--- config.mk ---
export PLATFORM = sky130hd
export DESIGN_NAME = branch_compare
export DESIGN_NICKNAME = d
export VERILOG_FILES = /design/src/rtl/branch_compare.sv
export SDC_FILE = /design/constraint.sdc
export NUM_CORES = 1
export LEC_CHECK = 0
export ABC_AREA = 0
export BUFFER_PORTS_ARGS = -buffer_cell sky130_fd_sc_hd__buf_2
export CAP_MARGIN = 20
export CORE_ASPECT_RATIO = 1.25
export CORE_UTILIZATION = 44
export DETAILED_ROUTE_END_ITERATION = 8
export GPL_ROUTABILITY_DRIVEN = 0
export GPL_TIMING_DRIVEN = 0
export PLACE_DENSITY = 0.84
export SETUP_SLACK_MARGIN = 0.4
export SLEW_MARGIN = 20
export SYNTH_ARGS = -nofsm -noshare
export SYNTH_HDL_FRONTEND = slang
export SYNTH_SLANG_ARGS = --single-unit
--- constraint.sdc ---
create_clock -name i_clk -period 3.5 [get_ports i_clk]
set_input_delay 0.7 -clock i_clk [delete_from_list [all_inputs] [get_ports i_clk]]
set_output_delay 0.7 -clock i_clk [all_outputs]
set_load 0.005 [all_outputs]
--- src/rtl/branch_compare.sv ---
// Branch comparator: equality and signed/unsigned less-than between rs1 and rs2,
// available combinationally for same-cycle branch resolution and registered for the next stage.
module branch_compare #(
  parameter int WIDTH = 32
) (
  input  logic             i_clk,
  input  logic             i_reset,
  input  logic [WIDTH-1:0] i_rs1_data,
  input  logic [WIDTH-1:0] i_rs2_data,
  input  logic             i_br_un,
  output logic             o_br_equal,
  output logic             o_br_less,
  output logic             o_br_equal_r,
  output logic             o_br_less_r
);

  logic [WIDTH-1:0] bit_same;
  logic [WIDTH:0]   borrow;
  logic             unsigned_less;
  logic             sign_differs;
  logic             less_p0;
  logic             equal_p0;

  // Equality: per-bit XNOR, then AND-reduction across the word.
  assign bit_same = ~(i_rs1_data ^ i_rs2_data);
  assign equal_p0 = &bit_same;

  // Magnitude chain: ripple borrow of A - B from the LSB upward.
  assign borrow[0] = 1'b0;
  for (genvar i = 0; i < WIDTH; i++) begin : g_borrow
    assign borrow[i+1] = (~i_rs1_data[i] & i_rs2_data[i]) | (bit_same[i] & borrow[i]);
  end
  assign unsigned_less = borrow[WIDTH];

  // Sign fixup: with differing sign bits in signed mode, the negative operand is smaller.
  assign sign_differs = i_rs1_data[WIDTH-1] ^ i_rs2_data[WIDTH-1];

  always_comb begin
    less_p0 = unsigned_less;
    if (i_br_un && sign_differs) begin
      less_p0 = i_rs1_data[WIDTH-1];
    end
    if (equal_p0) begin
      less_p0 = 1'b0;
    end
  end

  assign o_br_equal = equal_p0;
  assign o_br_less  = less_p0;

  // Stage p0 -> p1: registered copies for the downstream stage.
  always_ff @(posedge i_clk) begin
    if (i_reset) begin
      o_br_equal_r <= 1'b0;
      o_br_less_r  <= 1'b0;
    end else begin
      o_br_equal_r <= equal_p0;
      o_br_less_r  <= less_p0;
    end
  end

endmodule

==> results of run 1 <==
## critical path, stage by stage
cell and delay (ns):
buf_2 0.10, inv_1 0.09, ha_4 0.23, a2111oi_4 0.30
o221ai_2 0.14, and2_1 0.18, a311oi_2 0.31, a211oi_2 0.12
buf_2 0.14
## what timing repair did
item | CTS | global route
gates resized for setup | 2 | 4
setup endpoints to repair | 1 | 1
pin swaps | 0 | 5
## final timing paths
check,from,to,cells after the start
min,i_reset,o_br_equal_r$_SDFF_PP0_,2
max,i_rs1_data[15],o_br_less,9
## cells by family (layout without fill, tap and decap cells)
group | count (synthesis) | in the layout
adders and majority gates | 32 | 32
DFF | 2 | 2
buffers and inverters | 37 | 110
and+or+nand+nor | 25 | 25
AOI/OAI and AO/OA | 28 | 28
muxes | 2 | 2
## stage by stage
stage	hold slack [ns]	cell area, µm²
2_1_floorplan	0.7724	947.2
3_3_place_gp	0.8872	1323
3_5_place_dp	0.8962	1323
4_1_cts	0.6668	1364
5_1_grt	0.6544	1386
6_report	0.6702	1386
## power groups by stage
stage                     combinational (mW)  clock, mW  sequential, mW
after floorplan                       0.0859          0          0.0250
after global placement                 0.140          0          0.0247
after detailed placement               0.145          0          0.0248
after CTS                              0.151     0.0512          0.0245
after global routing                   0.177     0.0579          0.0246
final                                  0.155     0.0495          0.0245
## metal layers
layer	GRT usage (%)	wire, µm	part of all wire [%]	vias to the layer above
li1	-	-	-	590
met1	20.83	910	38	485
met5	0	0	0	-
met2	43.69	1281	53	51
met4	8.333	50	2.1	0
met3	4.362	175	7.2	4
## final cells by class
type	count	share of cell area (%)
clock buffers	3	1.625
inverters	37	10.02
multi-input cells	87	58.39
flip-flops and latches	2	2.888
well taps	20	1.805
repair buffers	70	25.27
## synthesized netlist by cell type, drive strengths merged
library cell	instances	area [µm²]
inv	37	138.9
ha	32	400.4
a21oi	9	45.04
nand2	6	22.52
a211oi	5	42.54
nand3	5	25.02
nand4	4	25.02
nor2	4	15.01
nor4	3	18.77
o221ai	3	32.53
a211o	2	17.52
a21o	2	15.01
dfxtp	2	40.04
mux2i	2	20.02
o21ai	2	10.01
a2111oi	1	27.53
a311oi	1	8.760
and2	1	6.260
nand3b	1	7.510
nor3	1	5.000
o211ai	1	7.510
o31a	1	8.760
o31ai	1	7.510
## state kept, by name (all words and copies together) (netlist names)
signal / cells
o_br_less_r: 1
o_br_equal_r: 1
## cell usage in the layout (no fill, tap or decap), drive strengths merged
cell type,count
nor2,4
a311oi,1
nor3,1
mux2i,2
o211ai,1
nor4,3
o221ai,3
o21ai,2
nand3b,1
a2111oi,1
buf,70
dfxtp,2
clkbuf,3
ha,32
o31a,1
nand2,6
a211o,2
nand3,5
and2,1
a21o,2
inv,37
o31ai,1
a211oi,5
nand4,4
a21oi,9
==> flow_metrics.py, run 1 <==
metrics = {
    "timing": {
        "setup_slack_ns": 0.4962,
        "fin_setup_tns_ns": 0,
        "fin_crit_sh_pct": 85.82,
        "tightest_slew_ns": 0.3245,
        "rsz0062_at_grt": "no",
        "slew_headroom_pct": 78.24,
        "drv_slew": 0,
        "fmax_ghz": 0.3329,
        "hold_viol_final": 0,
        "post-route-min-period_ns": 3.004,
        "setup_viol": 0,
    },
    "clocking": {
        "cts.sink_count": 2,
        "ctsHoldBuffers": 0,
        "cts_setup_buffers": 0,
        "cts_buffer_depth": 2,
        "cts_tree": "yes",
        "cts_max_level": 1,
        "cts-root-buf": "clkbuf_4",
        "numCtsBuffers": 3,
        "clk_pin_slew_ns": 0.03,
    },
    "detailed_routing": {
        "drc": 14,
        "drtPass1Iterations": 6,
        "wire_per_inst_um": 11.04,
        "dr.first_iter.drc_count": 19,
        "drt-total-wl_um": 2418,
        "vias": 1130,
        "final_antenna_net_count": 0,
        "routed_via_density": 5.160,
    },
    "critical_path": {
        "crit_path_end_kind": "primary output",
        "path_max_fanout": 3,
        "critPathLaunchType": "input port",
        "crit_required_ns": 2.80,
        "path_class": "input port to primary output",
        "crit_arrival_ns": 2.30,
    },
    "finish": {
        "nNetsFinal": 300,
        "multi_input_area_um2": 809.5,
        "seq_area_um2": 40.04,
        "drive_gt1_share_pct": 41.21,
        "final.fill_count": 181,
        "final_util_pct": 69.16,
        "syn_to_final_growth_pct": 46.37,
        "final_cells": 219,
        "antenna_cells": 0,
    },
    "synthesis": {
        "ys_seq_area_share_pct": 4.227,
        "muxShareOfSynthArea_pct": 2.114,
        "yosys_warnings": 0,
        "synth.distinct_cells": 25,
        "synth_compound_area_share_pct": 23.51,
        "synth_seq_cells": 2,
        "syn_inst": 126,
        "synthAdderAreaFrac_pct": 42.27,
        "synth_area_per_cell_um2": 7.517,
        "syn-cell-area_um2": 947.2,
        "yosys.area_share.simple_pct": 13.21,
        "synth_nets": 225,
        "synth_top_family_by_area": "adder cells",
        "synth_xor_area_share_pct": 0,
    },
    "placed_design": {
        "dp_cells": 216,
        "dp_hpwl_um": 2200,
        "portBuffers": 70,
        "dpl_worst_slack_ns": 0.3239,
    },
    "power_and_ir_drop": {
        "clockPowerShare_pct": 21.6,
        "power.density_mw_per_mm2": 165.0,
        "p_int_mw": 0.1417,
        "p_seq_share_pct": 10.7,
        "sw_frac_of_total_pct": 38.04,
        "p_switching_mw": 0.08704,
        "ir_worst_vdd_mv": 0.1654,
        "p_leak_nw": 0.8710,
        "pwr-share-comb_pct": 67.7,
        "p_total_mw": 0.2288,
    },
    "floorplanning": {
        "core_area_mm2": 0.002004,
        "start_util_pct": 47.25,
        "die_height_um": 53.88,
        "num_io_pins": 71,
        "die_w_um": 43.50,
        "dieArea_mm2": 0.002344,
        "rows": 18,
    },
    "min_path": {
        "min_path_type": "input port to register",
    },
    "grt": {
        "grt_overflow_total": 0,
        "antenna_found_initial": 0,
        "grt_max_degree": 5,
        "grt_use_total_pct": 21.47,
        "grt_pass1_wl_um": 3891,
        "grt_pass1_vias": 1094,
    },
    "status": {
        "outcome": "finished, violations left",
        "violations": "design-rule violations",
    },
    "flow_run": {
        "maxCapViolCount": 0,
    },
}
(Power assumes the default switching activity.)
==> run 2: changes to the inputs <==
CORE_UTILIZATION = 45   (was 44)
CTS_BUF_LIST = sky130_fd_sc_hd__clkbuf_8   (was default)
PLACE_DENSITY = 0.86   (was 0.84)
==> run 2 against run 1 <==
The flow now finishes without violations. Non-clock buffer count increased by 1. Count of clock-buffer cells in the layout stayed put. Global-route usage grew 3.2 points. Die area is 2.1% lower. Critical endpoint unchanged. Largest cell class unchanged.
==> flow_metrics.py, run 2 (same netlist as run 1, synthesis figures left out) <==
metrics = {
    "status": {
        "outcome": "finished, final reports clean",
    },
    "timing": {
        "post-route-min-period_ns": 2.986,
        "fmax_ghz": 0.3349,
        "drv_slew": 0,
        "tightest_slew_ns": 0.3500,
        "fin_crit_sh_pct": 85.31,
        "fin_setup_tns_ns": 0,
        "rsz0062_at_grt": "no",
        "setup_viol": 0,
        "hold_viol_final": 0,
        "fin_hold_ws_ns": 0.6609,
        "slew_headroom_pct": 76.53,
    },
    "grt": {
        "grt_max_degree": 5,
        "top_usage_layer": "met2",
        "use_met1_pct": 23.05,
        "grt_overflow_total": 0,
        "grt.met2_usage_pct": 52.27,
        "grt_pass1_vias": 1225,
        "grt_use_total_pct": 24.63,
        "grt_pass1_wl_um": 4402,
        "antenna_found_initial": 0,
        "grt_use_met3_pct": 2.389,
    },
    "floorplanning": {
        "num_io_pins": 71,
        "start_util_pct": 47.79,
        "die_w_um": 43.04,
        "die_height_um": 53.30,
        "rows": 18,
        "core_area_mm2": 0.001982,
        "dieArea_mm2": 0.002294,
    },
    "clocking": {
        "cts_max_level": 1,
        "ctsHoldBuffers": 0,
        "clk_pin_slew_ns": 0.03,
        "cts_tree": "yes",
        "cts-root-buf": "clkbuf_8",
        "cts_buffer_depth": 2,
        "cts.sink_count": 2,
        "numCtsBuffers": 3,
    },
    "critical_path": {
        "worstSetupStartpoint": "i_rs1_data[7]",
        "path_max_fanout": 3,
        "critPathLaunchType": "input port",
        "crit_path_end_kind": "primary output",
        "crit_required_ns": 2.80,
        "cp-endpoint": "o_br_less",
        "crit_arrival_ns": 2.29,
        "path_class": "input port to primary output",
    },
    "detailed_routing": {
        "dr.first_iter.drc_count": 14,
        "routed_via_density": 5.291,
        "vias": 1164,
        "wire_per_inst_um": 12.26,
        "final_antenna_net_count": 0,
        "drt-total-wl_um": 2698,
        "drc": 0,
        "drtPass1Iterations": 4,
    },
    "power_and_ir_drop": {
        "pwr-share-comb_pct": 57.8,
        "ir_worst_vdd_mv": 0.1688,
        "p_int_mw": 0.1786,
        "p_seq_share_pct": 8.9,
        "clockPowerShare_pct": 33.3,
        "p_switching_mw": 0.09578,
        "sw_frac_of_total_pct": 34.91,
        "p_total_mw": 0.2744,
        "p_leak_nw": 0.8843,
        "power.density_mw_per_mm2": 194.1,
    },
    "finish": {
        "final_util_pct": 71.34,
        "final.fill_count": 183,
        "nNetsFinal": 301,
        "most-common-layout-cells": "70 x buf_2, 37 x inv_1, 30 x ha_1",
        "syn_to_final_growth_pct": 49.27,
        "final_common_cell": "buf_2",
        "drive_gt1_share_pct": 41.00,
        "largestRegisters": "o_br_equal_r x1, o_br_less_r x1",
        "antenna_cells": 0,
    },
    "flow_run": {
        "maxCapViolCount": 0,
    },
    "placed_design": {
        "dp_hpwl_um": 2308,
        "portBuffers": 70,
    },
    "min_path": {
        "min_path_type": "input port to register",
    },
}
==> run 2: changes by cell type in the layout (fill, tap and decap cells not counted), sizes merged <==
cell  change
buf       +1
==> run 2: worst min-delay path by stage <==
stage,startpoint,endpoint,slack (ns),cells after the start
2_1_floorplan,i_reset,o_br_equal_r$_SDFF_PP0_,0.77,1
3_3_place_gp,i_reset,o_br_equal_r$_SDFF_PP0_,0.88,2
4_1_cts,i_reset,o_br_equal_r$_SDFF_PP0_,0.66,2
3_5_place_dp,i_reset,o_br_equal_r$_SDFF_PP0_,0.87,2
6_report,i_reset,o_br_equal_r$_SDFF_PP0_,0.66,2
5_1_grt,i_reset,o_br_equal_r$_SDFF_PP0_,0.67,2
==> run 2: what timing repair did <==
action                     4_1_cts  5_1_grt
setup endpoints to repair        1        1
pin swaps                        2        5
buffers inserted                 0        1
gates resized for setup          2        4
==> run 2: cell type report <==
type                       instances  area [µm²]  share of cell area [%]
multi-input combinational         87       810.8                   57.34
tap                               20       25.02                   1.770
inverter                          37       138.9                   9.823
clock buffer                       3       41.29                   2.920
sequential                         2       40.04                   2.832
timing repair buffer              71       357.8                   25.31
==> run 2: power groups by stage <==
stage	combinational (mW)	sequential (mW)	clock [mW]
global placement	0.139	0.0247	0
CTS	0.150	0.0245	0.0925
floorplan	0.0859	0.0250	0
detailed placement	0.147	0.0247	0
global route	0.181	0.0245	0.0940
finish	0.159	0.0244	0.0913
==> run 2: critical path, stage by stage <==
cell and delay [ns]:
buf_2 0.10, inv_1 0.08, ha_4 0.21, a211o_1 0.32, buf_4 0.14, a21oi_1 0.11, nor4_1 0.07, a311oi_2 0.31
a211oi_1 0.11, buf_2 0.14
==> run 2: metrics by stage <==
step,instances,setup slack (ns),area [µm²]
6_report,220,0.5141,1414
3_5_place_dp,216,0.3266,1323
5_1_grt,220,0.3901,1414
3_3_place_gp,216,0.3748,1323
4_1_cts,219,0.4101,1376
2_1_floorplan,126,0.6999,947.2
==> run 2: layer usage <==
metal / vias to the layer above / share of wire, %
met5: - / 0
met4: 0 / 2.3
met3: 8 / 5.6
met2: 49 / 58
met1: 514 / 35
li1: 593 / -
